`config.mk`:
```
export PLATFORM = sky130hd
export DESIGN_NAME = ccff_chain_loader_flat
export DESIGN_NICKNAME = d
export VERILOG_FILES = /design/src/rtl/ccff_chain_loader_pkg.sv /design/src/rtl/ccff_chain_loader_if.sv /design/src/rtl/ccff_chain_loader_word_serializer.sv /design/src/rtl/ccff_chain_loader.sv /design/src/flat_wrapper.sv
export SDC_FILE = /design/constraint.sdc
export NUM_CORES = 1
export LEC_CHECK = 0
export ABC_AREA = 1
export CORE_MARGIN = 4
export CORE_UTILIZATION = 40
export CTS_CLUSTER_SIZE = 25
export DETAILED_ROUTE_END_ITERATION = 8
export GPL_ROUTABILITY_DRIVEN = 0
export SYNTH_ARGS = -nofsm -noshare
export SYNTH_HDL_FRONTEND = slang
export SYNTH_SLANG_ARGS = --single-unit
```
`constraint.sdc`:
```
create_clock -name prog_clk -period 3.65 [get_ports prog_clk]
set_input_delay 0.365 -clock prog_clk [delete_from_list [all_inputs] [get_ports prog_clk]]
set_output_delay 0.365 -clock prog_clk [all_outputs]
set_load 0.05 [all_outputs]
```
`src/rtl/ccff_chain_loader_pkg.sv`:
```
// Shared types and helpers for the eFPGA ccff scan-chain loader.
// Other files and the readback checker import this package.
package ccff_chain_loader_pkg;

    typedef enum logic [1:0] {
        ST_IDLE  = 2'd0,
        ST_LOAD  = 2'd1,
        ST_DRAIN = 2'd2,
        ST_DONE  = 2'd3
    } state_t;

    // Valid bits carried by the final bitstream word of the chain.
    function automatic int last_bits(input int chain_len, input int word_w);
        int rem;
        rem = chain_len % word_w;
        return (rem == 0) ? word_w : rem;
    endfunction

endpackage

```
`src/rtl/ccff_chain_loader_if.sv`:
```
// Host-side bitstream write / readback handshake bundle of the ccff loader.
interface ccff_chain_loader_if #(
    parameter int WORD_W = 32
);
    logic [WORD_W-1:0] wr_data;
    logic              wr_valid;
    logic              wr_ready;
    logic [WORD_W-1:0] rd_data;
    logic              rd_valid;
    logic              rd_ready;

    modport master (
        output wr_data, wr_valid, rd_ready,
        input  wr_ready, rd_data, rd_valid
    );

    modport slave (
        input  wr_data, wr_valid, rd_ready,
        output wr_ready, rd_data, rd_valid
    );
endinterface

```
`src/rtl/ccff_chain_loader_word_serializer.sv`:
```
// Write side of the ccff loader: shift register, one-word hold buffer and
// chain bit counter feeding ccff_head one bit per shift.
module ccff_chain_loader_word_serializer
    import ccff_chain_loader_pkg::*;
#(
    parameter int WORD_W    = 32,
    parameter int CHAIN_LEN = 1024,
    parameter int CNT_W     = $clog2(CHAIN_LEN + 1)
) (
    input  logic              clk,
    input  logic              rst_n,
    input  logic              clr,
    input  logic              load_en,
    input  logic [WORD_W-1:0] wr_data,
    input  logic              wr_valid,
    output logic              wr_ready,
    input  logic              shift,
    output logic              has_bit,
    output logic              head_bit,
    output logic [CNT_W-1:0]  bit_cnt
);
    localparam int WC_W = $clog2(WORD_W + 1);
    localparam logic [WC_W-1:0]  FULL_BITS  = WC_W'(WORD_W);
    localparam logic [WC_W-1:0]  FINAL_BITS = WC_W'(last_bits(CHAIN_LEN, WORD_W));
    localparam logic [CNT_W-1:0] CHAIN_END  = CNT_W'(CHAIN_LEN);

    logic [WORD_W-1:0] sreg_r, hold_r;
    logic [WC_W-1:0]   sreg_cnt_r, hold_cnt_r, word_bits_s;
    logic              hold_full_r, accept_s, sreg_drain_s;
    logic [CNT_W-1:0]  fetch_cnt_r, bit_cnt_r;
    logic [31:0]       remain_s;

    // Handshake and refill decisions for the current cycle.
    always_comb begin
        remain_s     = 32'(CHAIN_LEN) - 32'(fetch_cnt_r);
        word_bits_s  = (remain_s <= 32'(WORD_W)) ? FINAL_BITS : FULL_BITS;
        wr_ready     = load_en && !hold_full_r && (fetch_cnt_r != CHAIN_END);
        accept_s     = wr_valid && wr_ready;
        sreg_drain_s = (sreg_cnt_r == {WC_W{1'b0}}) ||
                       (shift && (sreg_cnt_r == WC_W'(1)));
        has_bit      = (sreg_cnt_r != {WC_W{1'b0}});
        head_bit     = sreg_r[0];
        bit_cnt      = bit_cnt_r;
    end

    // Shift/refill state; later assignments override the plain shift on refill.
    always_ff @(posedge clk or negedge rst_n) begin
        if (!rst_n) begin
            sreg_r      <= {WORD_W{1'b0}};
            hold_r      <= {WORD_W{1'b0}};
            sreg_cnt_r  <= {WC_W{1'b0}};
            hold_cnt_r  <= {WC_W{1'b0}};
            hold_full_r <= 1'b0;
            fetch_cnt_r <= {CNT_W{1'b0}};
            bit_cnt_r   <= {CNT_W{1'b0}};
        end else if (clr) begin
            sreg_r      <= {WORD_W{1'b0}};
            hold_r      <= {WORD_W{1'b0}};
            sreg_cnt_r  <= {WC_W{1'b0}};
            hold_cnt_r  <= {WC_W{1'b0}};
            hold_full_r <= 1'b0;
            fetch_cnt_r <= {CNT_W{1'b0}};
            bit_cnt_r   <= {CNT_W{1'b0}};
        end else begin
            if (shift) begin
                sreg_r     <= sreg_r >> 1;
                sreg_cnt_r <= sreg_cnt_r - WC_W'(1);
                bit_cnt_r  <= bit_cnt_r + CNT_W'(1);
            end
            if (sreg_drain_s && hold_full_r) begin
                sreg_r      <= hold_r;
                sreg_cnt_r  <= hold_cnt_r;
                hold_full_r <= 1'b0;
            end else if (accept_s && sreg_drain_s) begin
                sreg_r     <= wr_data;
                sreg_cnt_r <= word_bits_s;
            end else if (accept_s) begin
                hold_r      <= wr_data;
                hold_cnt_r  <= word_bits_s;
                hold_full_r <= 1'b1;
            end
            if (accept_s) begin
                fetch_cnt_r <= fetch_cnt_r + CNT_W'(word_bits_s);
            end
        end
    end
endmodule

```
`src/rtl/ccff_chain_loader.sv`:
```
// eFPGA ccff scan-chain loader: serializes bitstream words onto ccff_head while
// deserializing ccff_tail into readback words, under a 4-state sequencer.
module ccff_chain_loader
    import ccff_chain_loader_pkg::*;
#(
    parameter int WORD_W    = 32,
    parameter int CHAIN_LEN = 1024
) (
    input  logic                prog_clk,
    input  logic                prog_rst_n,
    input  logic                start,
    input  logic                abort,
    ccff_chain_loader_if.slave  host,
    output logic                ccff_head,
    input  logic                ccff_tail,
    output logic                shift_en,
    output logic                busy,
    output logic                done
);
    localparam int CNT_W = $clog2(CHAIN_LEN + 1);
    localparam int RC_W  = $clog2(WORD_W + 1);
    localparam logic [CNT_W-1:0] LAST_IDX  = CNT_W'(CHAIN_LEN - 1);
    localparam logic [CNT_W-1:0] CHAIN_END = CNT_W'(CHAIN_LEN);
    localparam logic [RC_W-1:0]  RD_TOP    = RC_W'(WORD_W - 1);

    state_t            state_r, state_n_s;
    logic [CNT_W-1:0]  bit_cnt_s;
    logic              ser_clr_s, has_bit_s, head_bit_s, wr_ready_s;
    logic              last_bit_s, word_done_s, rd_stall_s, shift_s;
    logic [WORD_W-1:0] rd_word_s, rd_shift_r, rd_data_r;
    logic [RC_W-1:0]   rd_cnt_r;
    logic              rd_valid_r;

    ccff_chain_loader_word_serializer #(
        .WORD_W    (WORD_W),
        .CHAIN_LEN (CHAIN_LEN),
        .CNT_W     (CNT_W)
    ) u_ser (
        .clk      (prog_clk),
        .rst_n    (prog_rst_n),
        .clr      (ser_clr_s),
        .load_en  (state_r == ST_LOAD),
        .wr_data  (host.wr_data),
        .wr_valid (host.wr_valid),
        .wr_ready (wr_ready_s),
        .shift    (shift_s),
        .has_bit  (has_bit_s),
        .head_bit (head_bit_s),
        .bit_cnt  (bit_cnt_s)
    );

    // Shift qualification: stall only when this bit would complete a readback word
    // that cannot be handed over yet; abort always wins.
    always_comb begin
        last_bit_s  = (bit_cnt_s == LAST_IDX);
        word_done_s = (rd_cnt_r == RD_TOP) || last_bit_s;
        rd_stall_s  = word_done_s && rd_valid_r && !host.rd_ready;
        shift_s     = (state_r == ST_LOAD) && has_bit_s && !rd_stall_s &&
                      (bit_cnt_s != CHAIN_END) && !abort;
        rd_word_s   = rd_shift_r | ({{(WORD_W-1){1'b0}}, ccff_tail} << rd_cnt_r);
        ser_clr_s   = abort || (state_r == ST_IDLE) || (state_r == ST_DONE);
    end

    // Next-state logic of the load sequencer.
    always_comb begin
        state_n_s = state_r;
        if (abort) begin
            state_n_s = ST_IDLE;
        end else begin
            case (state_r)
                ST_IDLE:  state_n_s = start ? ST_LOAD : ST_IDLE;
                ST_LOAD:  state_n_s = (shift_s && last_bit_s) ? ST_DRAIN : ST_LOAD;
                ST_DRAIN: state_n_s = (rd_valid_r && host.rd_ready) ? ST_DONE : ST_DRAIN;
                ST_DONE:  state_n_s = ST_IDLE;
                default:  state_n_s = ST_IDLE;
            endcase
        end
    end

    // Sequencer state register.
    always_ff @(posedge prog_clk or negedge prog_rst_n) begin
        if (!prog_rst_n) begin
            state_r <= ST_IDLE;
        end else begin
            state_r <= state_n_s;
        end
    end

    // Readback deserializer; partial words are cleared between loads so padding is zero.
    always_ff @(posedge prog_clk or negedge prog_rst_n) begin
        if (!prog_rst_n) begin
            rd_shift_r <= {WORD_W{1'b0}};
            rd_data_r  <= {WORD_W{1'b0}};
            rd_cnt_r   <= {RC_W{1'b0}};
            rd_valid_r <= 1'b0;
        end else if (abort || (state_r == ST_IDLE)) begin
            rd_shift_r <= {WORD_W{1'b0}};
            rd_data_r  <= {WORD_W{1'b0}};
            rd_cnt_r   <= {RC_W{1'b0}};
            rd_valid_r <= 1'b0;
        end else begin
            if (host.rd_ready) begin
                rd_valid_r <= 1'b0;
            end
            if (shift_s) begin
                if (word_done_s) begin
                    rd_data_r  <= rd_word_s;
                    rd_valid_r <= 1'b1;
                    rd_shift_r <= {WORD_W{1'b0}};
                    rd_cnt_r   <= {RC_W{1'b0}};
                end else begin
                    rd_shift_r <= rd_word_s;
                    rd_cnt_r   <= rd_cnt_r + RC_W'(1);
                end
            end
        end
    end

    assign shift_en      = shift_s;
    assign ccff_head     = shift_s & head_bit_s;
    assign busy          = (state_r != ST_IDLE);
    assign done          = (state_r == ST_DONE);
    assign host.wr_ready = wr_ready_s;
    assign host.rd_data  = rd_data_r;
    assign host.rd_valid = rd_valid_r;
endmodule

```
`src/flat_wrapper.sv`:
```
// flat-port wrapper written by rule: the top's interface ports become plain ports
module ccff_chain_loader_flat import ccff_chain_loader_pkg::*;
#(
    parameter int WORD_W    = 32,
    parameter int CHAIN_LEN = 1024
)
  (prog_clk, prog_rst_n, start, abort, ccff_head, ccff_tail, shift_en, busy, done, host_wr_data, host_wr_valid, host_rd_ready, host_wr_ready, host_rd_data, host_rd_valid);
  ccff_chain_loader_if #(.WORD_W(WORD_W)) host_i ();
  input  logic prog_clk;
  input  logic prog_rst_n;
  input  logic start;
  input  logic abort;
  output logic ccff_head;
  input  logic ccff_tail;
  output logic shift_en;
  output logic busy;
  output logic done;
  input wire logic [$bits(host_i.wr_data)-1:0] host_wr_data;
  input wire logic [$bits(host_i.wr_valid)-1:0] host_wr_valid;
  input wire logic [$bits(host_i.rd_ready)-1:0] host_rd_ready;
  output wire logic [$bits(host_i.wr_ready)-1:0] host_wr_ready;
  output wire logic [$bits(host_i.rd_data)-1:0] host_rd_data;
  output wire logic [$bits(host_i.rd_valid)-1:0] host_rd_valid;
  assign host_i.wr_data = host_wr_data;
  assign host_i.wr_valid = host_wr_valid;
  assign host_i.rd_ready = host_rd_ready;
  assign host_wr_ready = host_i.wr_ready;
  assign host_rd_data = host_i.rd_data;
  assign host_rd_valid = host_i.rd_valid;
  ccff_chain_loader #(.WORD_W(WORD_W), .CHAIN_LEN(CHAIN_LEN)) u_core (.prog_clk(prog_clk), .prog_rst_n(prog_rst_n), .start(start), .abort(abort), .host(host_i), .ccff_head(ccff_head), .ccff_tail(ccff_tail), .shift_en(shift_en), .busy(busy), .done(done));
endmodule
```
==> results of run 1 <==
==> cell type report <==
class | instances | area (µm²) | share of cell area (%)
flip-flops and latches | 162 | 4050 | 42.6
clock inverters | 10 | 146 | 1.54
well taps | 265 | 332 | 3.49
repair buffers | 90 | 880 | 9.25
inverters | 86 | 328 | 3.45
multi-input cells | 668 | 3280 | 34.5
clock buffers | 22 | 494 | 5.20
==> power groups by stage <==
stage          Clock [W]  Combinational [W]  Sequential (W)
2_1_floorplan          0           0.000297         0.00187
3_3_place_gp           0           0.000444         0.00187
3_5_place_dp           0           0.000445         0.00187
4_1_cts          0.00195           0.000446         0.00184
5_1_grt          0.00202           0.000487         0.00184
6_report         0.00191           0.000438         0.00184
==> cells by family after synthesis <==
family,share of synthesized area [%]
xor+xnor,0.660
fa+ha+maj,0.943
simple gates,28.3
flops,50.9
compound gates,11.2
buf+inv,7.99
==> critical path: stages (launching register included) <==
cell and delay, ns:
dfrtp_1 0.39, inv_1 0.07, ha_1 0.22, nand3_1 0.13
nor2_1 0.11, nor2_4 0.19, nand2_4 0.12, nor2_1 0.11
clkdlybuf4s50_1 0.87
==> cells in the final DEF, fill, tap and decap left out, types with 3 or more instances in the layout <==
cell	instances
nand2_2	4
o31ai_1	32
xor2_1	5
clkbuf_8	5
o22ai_1	15
inv_1	73
clkinv_4	3
nor3_1	9
clkinv_2	3
nand4_1	5
nand2_4	5
nand2_1	297
inv_2	9
ha_1	6
clkdlybuf4s50_1	75
bufinv_16	3
dfrtp_1	162
clkbuf_16	17
nor2_4	3
nand3_1	146
buf_4	13
o21bai_1	8
nor2_1	37
a21oi_1	41
o21ai_0	35
==> routing by layer <==
metal | global-route usage [%] | part of all wire [%] | wire length (µm)
met3 | 2.70 | 3.6 | 677
met1 | 25.3 | 48 | 9000
met4 | 5.58 | 1.8 | 335
met5 | 0 | 0 | 0
met2 | 27.9 | 47 | 8760
==> worst paths after layout <==
check	to	slack, ns	from	depth (start not counted)
setup / recovery	ccff_head	0.65	u_core.u_ser.sreg_cnt_r[0]$_DFFE_PN0P_	8
hold / removal	u_core.host.rd_data[25]$_DFFE_PN0P_	0.04	prog_rst_n	1
setup reg to reg	u_core.u_ser.sreg_r[10]$_DFFE_PN0P_	1.04	u_core.u_ser.sreg_cnt_r[0]$_DFFE_PN0P_	12
max in group asynchronous	u_core.u_ser.bit_cnt[9]$_DFFE_PN0P_	2.78	prog_rst_n	2
hold reg to reg	u_core.u_ser.fetch_cnt_r[10]$_DFFE_PN0P_	0.48	u_core.u_ser.fetch_cnt_r[10]$_DFFE_PN0P_	1
min in group prog_clk	u_core.u_ser.fetch_cnt_r[10]$_DFFE_PN0P_	0.48	u_core.u_ser.fetch_cnt_r[10]$_DFFE_PN0P_	1
==> stage by stage <==
step / cell area (µm²) / cells / utilization [%] / hold slack, ns
after detailed placement: 8870 / 1271 / 45.4 / 0.465
final: 9510 / 1303 / 48.7 / 0.0450
after global routing: 9510 / 1303 / 48.7 / 0.126
after CTS: 9510 / 1303 / 48.7 / 0.0859
after floorplan: 7960 / 968 / - / 0.0694
after global placement: 8870 / 1271 / 45.4 / 0.462
==> state kept, by name, summed over array words and instances (netlist names) <==
name	flops
u_core.host.rd_valid	1
u_core.host.rd_data	32
u_core.u_ser.sreg_cnt_r	6
u_core.u_ser.fetch_cnt_r	6
u_core.rd_shift_r	32
u_core.rd_cnt_r	6
u_core.u_ser.hold_full_r	1
u_core.u_ser.hold_r	32
u_core.u_ser.hold_cnt_r	1
u_core.u_ser.sreg_r	32
u_core.state_r	2
u_core.u_ser.bit_cnt	11
==> impl_metrics.ini, run 1 <==
[outcome]
status = complete, no violations

[synth]
syn_avg_cell_area_um2 = 8.22
synth_cell_types = 41
yosys_most_used_dff = dfrtp_1
synth_area_leaders = dfrtp_1, nand2_1, nand3_1
synth.net_count = 1013
synth_edf_count = 0
yosys_warnings = 0
yosysTopAreaCell = dfrtp_1
synth-seq-cells = 162
synthTopCellsByCount = nand2_1, dfrtp_1, nand3_1
synth_top_area_share_pct = 50.9
synth-async-reset-ratio_pct = 100
netlist_area_um2 = 7960
yosysSeqAreaShare_pct = 50.9
synth_most_common_cell = nand2_1
syn_inst = 968

[timing]
hold_violations = 0
finClkSkew_ns = 0.0113
setup_ws_ns = 0.649
fin_crit_sh_pct = 82.2
relSlewSlack_pct = 38.7
period_needed_ns = 3.00
fmax_mhz = 333
rsz0062_at_grt = false
worst_slew_pin_slew_ns = 0.920
setup_tns_ns = 0
finalMaxSlewViolations = 0
setup_violations = 0

[cts]
clkSlewWorstSetupHoldPaths_ns = 0.07
clock-sinks = 162
cts_root_buf = clkbuf_16
cts_made_buffers = 17
cts.repair.resized = 0
htree_num_levels = 4
cts_setup_buffers = 0
ctsHoldBuffers = 0
clk_latency_ns = 0.42
cts_tree = yes
clockBufferDepth = 2

[power]
power_switching_w = 0.00107
p_comb_share_pct = 10.5
peakVddDrop_mv = 0.348
intPower_w = 0.00312
clock_power_share_pct = 45.6
power.share.sequential_pct = 43.9
p_leak_nw = 4.34
report.power.total_w = 0.00419
power_density_nw_per_um2 = 440
switching_share_pct = 25.5

[route]
wl_per_cell_um = 14.4
antenna_left = 0
via_count = 6560
drc = 0
dr.pass1.iters = 5
wirelength_um = 18800
vias_per_cell = 5.03
drt_iter0_drc = 529

[global_routing]
gr-total-overflow = 0
grt.total_usage_pct = 17.7
antenna_found_initial = 0
grt_pass1_wl_um = 32100
first_global_vias = 6262
grt_max_degree = 100

[worst_setup_path]
path_max_fanout = 9
cp-start-kind = register
cp.arrival_ns = 2.64
critPathKind = reg -> out
end_kind = output port
required_ns = 3.28

[final_layout]
drive_gt1_share_pct = 8.00
fillers = 1954
antennaDiodeCount = 0
final_net_count = 1070
area_growth_pct = 19.5

[flow_run]
maxCapViolCount = 0

[die]
start_util_pct = 40.8
die_w_um = 149
rows = 51
coreArea_um2 = 19500
dieArea_um2 = 22200
ioPinCount = 77
die_h_um = 149

[hold_path]
hold_class = in -> async

[placement]
hpwl_um = 12200
dp_slack_ns = 0.780
port_buffers = 76
Note: power is estimated with default switching activity, not from simulation.
==> inputs of run 2 (changes only) <==
==> constraint.sdc (replaced) <==
create_clock -name prog_clk -period 2.53 [get_ports prog_clk]
set_input_delay 0.253 -clock prog_clk [delete_from_list [all_inputs] [get_ports prog_clk]]
set_output_delay 0.253 -clock prog_clk [all_outputs]
set_load 0.05 [all_outputs]
==> impl_metrics.ini, run 2 (synthesis results as in run 1) <==
[cts]
cts_made_buffers = 17
cts_root_buf = clkbuf_16
clockBufferDepth = 2
cts_tree = yes
clkSlewWorstSetupHoldPaths_ns = 0.07
htree_num_levels = 4
clk_latency_ns = 0.43
clock-sinks = 162

[final_layout]
final_net_count = 1080
fillers = 1905
layoutNonFillerInstCount = 1313
antennaDiodeCount = 0
area_growth_pct = 20.6
final_common_cell = nand2_1
mostFrequentLayoutCells = nand2_1, dfrtp_1, nand3_1, inv_1, clkdlybuf4s50_1
drive_gt1_share_pct = 9.64

[power]
switching_share_pct = 27.4
peakVddDrop_mv = 0.479
power.share.sequential_pct = 45.5
intPower_w = 0.00423
p_leak_nw = 4.36
power_switching_w = 0.00160
report.power.total_w = 0.00583
clock_power_share_pct = 42.9
power_density_nw_per_um2 = 607
p_comb_share_pct = 11.6

[global_routing]
antenna_found_initial = 0
grt_max_degree = 67
grt_pass1_wl_um = 33000
gr-total-overflow = 0
first_global_vias = 6476
grt.total_usage_pct = 18.3

[route]
drc = 0
wirelength_um = 19300
dr.pass1.iters = 5
antenna_left = 0
vias_per_cell = 5.05
drt_iter0_drc = 552
wl_per_cell_um = 14.7
via_count = 6632

[timing]
fmax_mhz = 427
relSlewSlack_pct = 57.0
rsz0062_at_grt = false
setup_ws_ns = 0.186
period_needed_ns = 2.34
worst_slew_pin_slew_ns = 0.644
finClkSkew_ns = 0.00945
hold_violations = 0
setup_tns_ns = 0
fin_crit_sh_pct = 92.7
finalMaxSlewViolations = 0
setup_violations = 0
timing.hold.ws_ns = 0.373

[hold_path]
hold_class = in -> async

[placement]
dp_slack_ns = 0.175
hpwl_um = 12800
port_buffers = 76
dp.cells = 1279

[die]
die_h_um = 149
rows = 51
start_util_pct = 40.8
coreArea_um2 = 19500
die_w_um = 149
ioPinCount = 77
dieArea_um2 = 22200

[worst_setup_path]
cp.arrival_ns = 2.09
required_ns = 2.28
path_cells = inv_1, ha_1, nand3_1, nor2_2, nor2_4, nand2_4, inv_2, buf_6, buf_12
cpPeakStageDelay_ns = 0.39
path_delay_family = buffers and inverters
end_kind = output port
r2r_cells = 12
path_max_fanout = 11
cp-start-kind = register
critPathBufInv = 4
critPathKind = reg -> out
cpMaxStageDelayCell = dfrtp_1
path_depth = 9

[flow_run]
maxCapViolCount = 0

[outcome]
status = complete, no violations
## run 2: changes by cell type in the layout (fill, tap and decap cells not counted), sizes merged
cell           previous run  this run
inv                      85        87
clkbuf                   22        18
buf                      15        27
dlygate4sd3               0         1
clkinvlp                  1         5
clkdlybuf4s50            75        72
bufinv                    3         1
## run 2: final timing paths
path,startpoint,endpoint,slack [ns]
setup / recovery,u_core.u_ser.sreg_cnt_r[0]$_DFFE_PN0P_,shift_en,0.19
min in group prog_clk,host_wr_data[25],u_core.u_ser.hold_r[25]$_DFFE_PN0P_,0.41
setup reg to reg,u_core.u_ser.bit_cnt[0]$_DFFE_PN0P_,u_core.u_ser.hold_r[30]$_DFFE_PN0P_,0.28
hold reg to reg,u_core.u_ser.fetch_cnt_r[10]$_DFFE_PN0P_,u_core.u_ser.fetch_cnt_r[10]$_DFFE_PN0P_,0.47
hold / removal,prog_rst_n,u_core.host.rd_data[18]$_DFFE_PN0P_,0.37
max in group asynchronous,prog_rst_n,u_core.u_ser.sreg_r[28]$_DFFE_PN0P_,1.43
## run 2: area by class of cell
cell class,count,area [µm²],area share (%)
Sequential cell,162,4060,42.3
Multi-Input combinational cell,668,3280,34.2
Timing Repair Buffer,100,1030,10.7
Clock buffer,18,439,4.57
Tap cell,265,332,3.45
Inverter,86,329,3.43
Clock inverter,14,130,1.36
## run 2: stage by stage
step	utilization (%)	area [µm²]
after floorplan	-	7960
after global placement	46.1	9000
after detailed placement	46.1	9000
after CTS	49.1	9580
after global routing	49.2	9600
final	49.2	9600
## run 2: per-layer routing
| layer | vias up | wire, µm | global-route usage, % |
|---|---|---|---|
| met3 | 17 | 714 | 3.56 |
| met2 | 122 | 9160 | 29.0 |
| met4 | 0 | 164 | 4.35 |
| li1 | 3323 | - | - |
| met5 | - | 0 | 0 |
| met1 | 3170 | 9260 | 26.1 |
## run 2: repair_timing
action,CTS,global route
hold buffers,1,0
endpoints found under the hold margin,56,0
setup buffers,0,1
resized for setup,0,8
setup endpoints to repair,0,46
## run 2: power by group through the flow
stage	combinational, W	clock (W)	sequential, W
3_5_place_dp	0.000684	0	0.00270
3_3_place_gp	0.000683	0	0.00270
5_1_grt	0.000753	0.00269	0.00266
4_1_cts	0.000688	0.00256	0.00265
2_1_floorplan	0.000428	0	0.00270
6_report	0.000679	0.00250	0.00265
